**src/rtl/grf_wb_arbiter.sv**
```systemverilog
// rtl/grf_wb_arbiter.sv - GRF write-port arbiter between pipeline writeback and buffered MDU results
//
// Purpose: multiplexes the single GRF write port between the pipeline WB
// stage and a small FIFO of MDU results. A starvation counter forces a
// pipeline stall so buffered results drain, and a 32-entry busy scoreboard
// reports which registers still have an MDU result outstanding.
//
// Ports:
//   clk, reset                        clock, asynchronous active-low reset
//   pl_we, pl_wa, pl_wd, pl_stall     pipeline WB request and stall
//   md_issue, md_issue_wa             MDU issue (sets busy bit)
//   md_valid, md_ready, md_wa, md_wd  MDU result handshake
//   q_ra1, q_ra2, q_busy1, q_busy2    scoreboard queries
//   grf_we, grf_wa, grf_wd            GRF write port

module grf_wb_arbiter #(
    parameter int DEPTH    = 2,
    parameter int MAX_WAIT = 3
) (
    input  logic        clk,
    input  logic        reset,
    input  logic        pl_we,
    input  logic [4:0]  pl_wa,
    input  logic [31:0] pl_wd,
    output logic        pl_stall,
    input  logic        md_issue,
    input  logic [4:0]  md_issue_wa,
    input  logic        md_valid,
    output logic        md_ready,
    input  logic [4:0]  md_wa,
    input  logic [31:0] md_wd,
    input  logic [4:0]  q_ra1,
    input  logic [4:0]  q_ra2,
    output logic        q_busy1,
    output logic        q_busy2,
    output logic        grf_we,
    output logic [4:0]  grf_wa,
    output logic [31:0] grf_wd
);

    localparam int PW = $clog2(DEPTH);
    localparam int CW = $clog2(DEPTH) + 1;
    localparam int WW = $clog2(MAX_WAIT + 1);
    localparam logic [CW-1:0] FULL_CNT = CW'(DEPTH);
    localparam logic [WW-1:0] WAIT_LIM = WW'(MAX_WAIT);

    logic [4:0]    wa_mem [DEPTH];
    logic [31:0]   wd_mem [DEPTH];
    logic [PW-1:0] rd_ptr;
    logic [PW-1:0] wr_ptr;
    logic [CW-1:0] count;
    logic [WW-1:0] wait_cnt;
    logic [31:0]   busy;
    logic [31:0]   busy_nxt;

    logic empty;
    logic full;
    logic pl_req;
    logic force_drain;
    logic deq;
    logic store;

    assign empty = (count == '0);
    assign full  = (count == FULL_CNT);

    // Ready comes from the registered count only, so a same-cycle drain
    // never opens a slot early.
    assign md_ready = !full;

    // Results for $0 are acknowledged but never occupy a slot.
    assign store = md_valid && md_ready && (md_wa != 5'd0);

    // The pipeline request is masked during reset so the port stays quiet.
    assign pl_req      = reset && pl_we && (pl_wa != 5'd0);
    assign force_drain = !empty && (wait_cnt == WAIT_LIM);
    assign deq         = !empty && (force_drain || !pl_req);
    assign pl_stall    = force_drain;

    always_comb begin
        grf_we = 1'b0;
        grf_wa = 5'd0;
        grf_wd = 32'd0;
        if (deq) begin
            grf_we = 1'b1;
            grf_wa = wa_mem[rd_ptr];
            grf_wd = wd_mem[rd_ptr];
        end else if (pl_req) begin
            grf_we = 1'b1;
            grf_wa = pl_wa;
            grf_wd = pl_wd;
        end
    end

    // Clear on drain first, then set on issue, so a same-cycle set wins.
    always_comb begin
        busy_nxt = busy;
        if (deq) begin
            busy_nxt[wa_mem[rd_ptr]] = 1'b0;
        end
        if (md_issue && (md_issue_wa != 5'd0)) begin
            busy_nxt[md_issue_wa] = 1'b1;
        end
        busy_nxt[0] = 1'b0;
    end

    assign q_busy1 = busy[q_ra1];
    assign q_busy2 = busy[q_ra2];

    // Storage needs no reset: an entry is only read while count says it is valid.
    always_ff @(posedge clk) begin
        if (store) begin
            wa_mem[wr_ptr] <= md_wa;
            wd_mem[wr_ptr] <= md_wd;
        end
    end

    always_ff @(posedge clk or negedge reset) begin
        if (!reset) begin
            rd_ptr   <= '0;
            wr_ptr   <= '0;
            count    <= '0;
            wait_cnt <= '0;
            busy     <= '0;
        end else begin
            if (store) begin
                wr_ptr <= wr_ptr + PW'(1);
            end
            if (deq) begin
                rd_ptr <= rd_ptr + PW'(1);
            end
            case ({store, deq})
                2'b10:   count <= count + CW'(1);
                2'b01:   count <= count - CW'(1);
                default: count <= count;
            endcase
            if (empty || deq) begin
                wait_cnt <= '0;
            end else if (wait_cnt != WAIT_LIM) begin
                wait_cnt <= wait_cnt + WW'(1);
            end
            busy <= busy_nxt;
        end
    end

endmodule

```
**config.mk**
```make
export PLATFORM = sky130hd
export DESIGN_NAME = grf_wb_arbiter
export DESIGN_NICKNAME = d
export VERILOG_FILES = /design/src/rtl/grf_wb_arbiter.sv
export SDC_FILE = /design/constraint.sdc
export NUM_CORES = 1
export LEC_CHECK = 0
export ABC_CLOCK_PERIOD_IN_PS = 3600
export CAP_MARGIN = 30
export CORE_ASPECT_RATIO = 0.75
export CORE_UTILIZATION = 50
export CTS_CLUSTER_SIZE = 14
export DETAILED_ROUTE_END_ITERATION = 10
export PLACE_DENSITY = 0.88
export SLEW_MARGIN = 40
export SYNTH_ARGS = -nofsm -noshare
export SYNTH_HDL_FRONTEND = slang
export SYNTH_SLANG_ARGS = --single-unit
```
**constraint.sdc**
```tcl
create_clock -name clk -period 3.6 [get_ports clk]
set_clock_uncertainty 0.05 [all_clocks]
set_input_delay 0.36 -clock clk [delete_from_list [all_inputs] [get_ports clk]]
set_output_delay 0.36 -clock clk [all_outputs]
set_load 0.02 [all_outputs]
```
* After elaboration in Yosys (flattened, before gate mapping)
Memory sizes are Yosys's and may differ from the RTL's.
Index checks and enable logic that the tools add are counted.
** Operators by class
- Add/sub/neg operators :: 5
- $lt $le $gt $ge :: 6
- Equality and inequality tests :: 5
- Multiplexer cells :: 21
- Bitwise operators :: 3
- Reductions and logical operators :: 20
** Operator list (count)
- $mux W32 :: 4
- $and A32 B32 Y32 :: 1
- $not A32 Y32 :: 1
- $or A32 B32 Y32 :: 1
- $lt A5 B6 Y1 const B :: 4
- $reduce_bool A5 Y1 :: 3
- $bmux W1 S5 :: 2
- $demux W1 S5 :: 2
- $ge A5 B1 Y1 const B :: 2
- $mux W5 :: 2
- $logic_and A1 B1 Y1 :: 9
- $mux W1 :: 8
- $eq A2 B2 Y1 const B :: 3
- $add A2 B1 Y2 const B :: 2
- $mux W2 :: 2
- $pmux W2 S2 :: 1
- $reduce_bool A2 Y1 :: 2
- $logic_not A1 Y1 :: 3
- $add A1 B1 Y1 const B :: 2
- $eq A2 B1 Y1 const B :: 1
- $logic_not A2 Y1 :: 1
- $logic_or A1 B1 Y1 :: 2
- $ne A2 B2 Y1 const B :: 1
- $sub A2 B1 Y2 const B :: 1
** Word-level totals
- Flip-flop bits (word level) :: 37
- Memory bits (writable) :: 74
- Bits of input ports :: 94
- Output and inout port bits :: 42
- Word-level logic and storage cells :: 67
- Memories :: 2
** Memory list
- wd_mem :: words 2, width 32, read ports 1, clocked after memory_dff 0, wr ports 1, RTL line 48 : logic [31:0] wd_mem [DEPTH];
- wa_mem :: words 2, width 5, read ports 1, clocked after memory_dff 0, wr ports 1, RTL line 47 : logic [4:0] wa_mem [DEPTH];

* Longest topological paths before layout
An unclocked memory read counts as a cell.
- Word-level depth :: 10
- Depth in mapped cells :: 10

* Least setup slack after synthesis
OpenSTA, ideal clock, no wires.
- Path kind :: reg-to-reg
- From :: reg count[0]
- To :: mem wa_mem[0][0], enable pin
- Library setup time :: 431 ps
- Data arrival time :: 2471 ps
- Setup slack :: 648 ps
- Cell stages (with the launch flop) :: 4
- Period minus slack after synthesis :: 2952 ps
- Cell sequence :: dfrtp_1 nand2b_1 o211ai_2 nor2_1
** On the way
- Word-level cells in the longest chain between the ends :: 6
** RTL lines
- start: declaration :: RTL line 51 : logic [CW-1:0] count;
- start signal: assignment :: RTL line 132 : 2'b10: count <= count + CW'(1);
- start signal: assignment :: RTL line 133 : 2'b01: count <= count - CW'(1);
- start signal: assignment :: RTL line 134 : default: count <= count;
- $eq A2 B2 Y1 :: RTL line 64 : assign full = (count == FULL_CNT);
- $logic_not A1 Y1 :: RTL line 68 : assign md_ready = !full;
- via md_ready :: RTL line 29 : output logic md_ready,
- $logic_and A1 B1 Y1 (2 in a row) :: RTL line 71 : assign store = md_valid && md_ready && (md_wa != 5'd0);
- $mux W1 :: RTL line 111 : if (store) begin
- $mux W1 (implied by the code) :: RTL line 112 : wa_mem[wr_ptr] <= md_wa;
- end: declaration :: RTL line 47
The timed path passes the listed nets, and every way through them passes these cells.

* Worst setup path in the final report
- From :: in reset
- To :: out grf_wa[4]
** On the way
- Word-level cells in the longest chain between the ends :: 6
** RTL lines
- start: declaration :: RTL line 21 : input logic reset,
- $logic_and A1 B1 Y1 (*) (2 in a row) :: RTL line 74 : assign pl_req = reset && pl_we && (pl_wa != 5'd0);
- $logic_not A1 Y1 :: RTL line 76 : assign deq = !empty && (force_drain || !pl_req);
- $logic_or A1 B1 Y1 :: RTL line 76
- $logic_and A1 B1 Y1 :: RTL line 76
- $mux W5 (*) :: RTL line 83 : if (deq) begin
- end: declaration :: RTL line 37 : output logic [4:0] grf_wa,
Mark *: on every way between the ends. The rest lies on a longest branch, timed or not.

==> summary.txt <==
Netlist cell types: 54
Path type of the worst min-delay path: register to register
Warnings from Yosys: 0
Port bufs: 135
CTS max path bufs: 2
Synthesized area: 5510 sq um
Root Buffer: clkbuf_16
Ports: 136
Die Ht: 92.9 um
Final setup vio count: 0
Initial antenna violation count: 0
Htree depth: 3
Final min period: 3.37 ns
F_max: 297 MHz
Power per Cell Area: 679 nW/um^2
CTS Buf Count: 9
Setup_tns: 0 ns
Pin count of the biggest net entering global routing: 40
DP Area: 7020 sq um
Commonest non-fill, non-tap cell in the layout: clkdlybuf4s50_1
Max transition margin: 0.484
Post-DR wirelength/cell: 20.4 um
Pint: 0.00318 W
Worst-path clk slew: 0.07 ns
Clock power frac: 0.209
Max VDD drop: 540 uV
Crit path capture type: output pin
Crit start category: primary input
Hold buffers post-CTS: 0
Final instance area: 7340 sq um
Sequential share of the synthesized area: 0.571
Via density: 6.06
Final hold violations: 0
Clock Latency Late Sink: 0.35 ns
Nets@finish: 649
Leakage: 2.87 nW
Global-route wire length before repair: 21.9 mm
Row count: 32
Layout cell share with drive strength beyond 1: 0.0806
Switching pwr: 0.00180 W
Sequential Power Share: 0.379
Tot Pwr: 0.00498 W
Critical Path AT: 2.96 ns
Die area: 11,400 sq um
Syn_nets: 521
Max FO, Critical Path: 39
Sw frac: 0.361
RSZ-0062 raised after global routing: false
Pre-antenna DRT Iters: 5
Clock sink count: 111
Cells after Synth: 425
Fin crit share: 0.937
GRT Total Usage: 0.257
Worst-Margin Slew: 0.774 ns
DR DRC count: 0
#FFs+latches synth: 111
CTS tree: built
Fin. max-slew vios: 0
Most frequent cells in the layout: clkdlybuf4s50_1 (135), edfxtp_1 (74), mux2i_1 (50), o2bb2ai_1 (36), dfrtp_1 (36)
Post-CTS setup buffer count: 0
Diode count: 0
Chip Width: 123 um
Core Box Area: 10,500 sq um
Syn Area/Cell: 13.0 sq um
Initial core utilization: 0.525
Number of fill cells in the layout: 683
Syn-to-layout area delta: 33.1%
Total grt overflow: 0
Routability cong.: 0.886
Cts repair resizes: 0
Max-cap viol count: 0
Critical path data required time: 3.19 ns
Status: complete, no violations
DR vias: 4,209
WL final: 14.2 mm
Combinational fraction of design power: 0.412
Vias in the first global route: 4,300
Crit path kind: primary input to output pin
DP Wirelength: 10.4 mm
Post-route ant nets: 0
Final core utilization: 0.699
Initial DRC count: 355
==> layout make-up <==
type	count	area (sq um)	area share
repair buffers	142	1440	0.197
clock buffers	10	239	0.0326
flip-flops and latches	111	3150	0.429
multi-input cells	261	2150	0.293
inverters	28	105	0.0143
clock inverters	6	76.3	0.0104
well taps	136	170	0.0232
==> worst max-delay path, cell delays in order <==
cell and delay, ns:
clkdlybuf4s50_1 0.53, nand2_1 0.14, a211oi_2 0.32, or2_2 0.68
mux2i_1 0.30, clkdlybuf4s50_1 0.64
==> cells in the mapped netlist, drive strengths merged <==
cell type | number | area, sq um
edfxtp | 74 | 2220
mux2i | 52 | 537
dfrtp | 37 | 926
o2bb2ai | 36 | 315
nand2 | 32 | 123
inv | 28 | 105
o221ai | 23 | 201
buf | 16 | 91.3
o21ai | 16 | 80.1
nor2 | 10 | 45.0
clkbuf | 9 | 33.8
nand2b | 7 | 43.8
o41ai | 7 | 61.3
mux4 | 6 | 135
nand3 | 6 | 30.0
nor2b | 5 | 31.3
o211ai | 5 | 42.5
a21oi | 4 | 20.0
a22oi | 4 | 30.0
and3b | 4 | 35.0
nor3b | 4 | 30.0
o2111ai | 4 | 35.0
xnor2 | 4 | 35.0
a211oi | 3 | 27.5
nand4 | 3 | 18.8
nand4b | 3 | 26.3
nor3 | 3 | 20.0
a31oi | 2 | 12.5
ha | 2 | 25.0
nor4 | 2 | 27.5
nor4b | 2 | 47.6
or2 | 2 | 12.5
and2 | 1 | 6.26
and3 | 1 | 6.26
mux2 | 1 | 11.3
nand3b | 1 | 7.51
nand4bb | 1 | 11.3
o21bai | 1 | 7.51
o22ai | 1 | 6.26
or4 | 1 | 7.51
or4bb | 1 | 11.3
xor2 | 1 | 8.76
==> path summary, 6_finish.rpt <==
check,depth (start not counted),slack (ns),start,to
max in group asynchronous,2,2.64,reset,rd_ptr$_DFFE_PN0N_
min reg2reg,1,0.41,wait_cnt[0]$_DFFE_PN0P_,wait_cnt[0]$_DFFE_PN0P_
max reg2reg,7,1.07,count[0]$_DFFE_PN0P_,count[1]$_DFFE_PN0P_
min,1,0.41,wait_cnt[0]$_DFFE_PN0P_,wait_cnt[0]$_DFFE_PN0P_
min in group asynchronous,2,0.49,reset,busy[31]$_DFF_PN0_
max,6,0.23,reset,grf_wa[4]
==> registers in the layout, summed over array words and instances (netlist names) <==
signal    count
wa_mem       10
wait_cnt      2
busy         31
rd_ptr        1
wr_ptr        1
count         2
wd_mem       64
==> cells by family after synthesis <==
family / Yosys count / synth area share
AOI/OAI and AO/OA: 106 / 0.152
xor gates and xnor gates: 5 / 0.00795
adders and majority gates: 2 / 0.00454
buffers and inverters: 53 / 0.0418
DFF: 111 / 0.571
muxes: 59 / 0.124
and+or+nand+nor: 89 / 0.0981
==> power by group through the flow <==
stage | Combinational, W | Sequential (W) | Clock, W
3_5_place_dp | 0.00203 | 0.00191 | 0
3_3_place_gp | 0.00192 | 0.00189 | 0
6_report | 0.00205 | 0.00189 | 0.00104
2_1_floorplan | 0.00128 | 0.00183 | 0
4_1_cts | 0.00206 | 0.00188 | 0.00105
5_1_grt | 0.00219 | 0.00192 | 0.00109
==> per-layer routing <==
layer | up-vias | part of all wire | track usage
li1 | 1926 | - | -
met1 | 2026 | 0.39 | 0.320
met2 | 215 | 0.49 | 0.417
met3 | 42 | 0.086 | 0.0702
met4 | 0 | 0.034 | 0.121
met5 | - | 0 | 0
==> per-stage QoR <==
| step | instances | hold slack (ns) | setup slack [ns] |
|---|---|---|---|
| 4_1_cts | 694 | 0.404 | 0.263 |
| 3_3_place_gp | 676 | 0.380 | 0.457 |
| 3_5_place_dp | 678 | 0.395 | 0.332 |
| 6_report | 694 | 0.409 | 0.228 |
| 5_1_grt | 694 | 0.438 | 0.126 |
| 2_1_floorplan | 425 | 0.0144 | 0.648 |
Note: power is estimated with default switching activity, not from simulation.
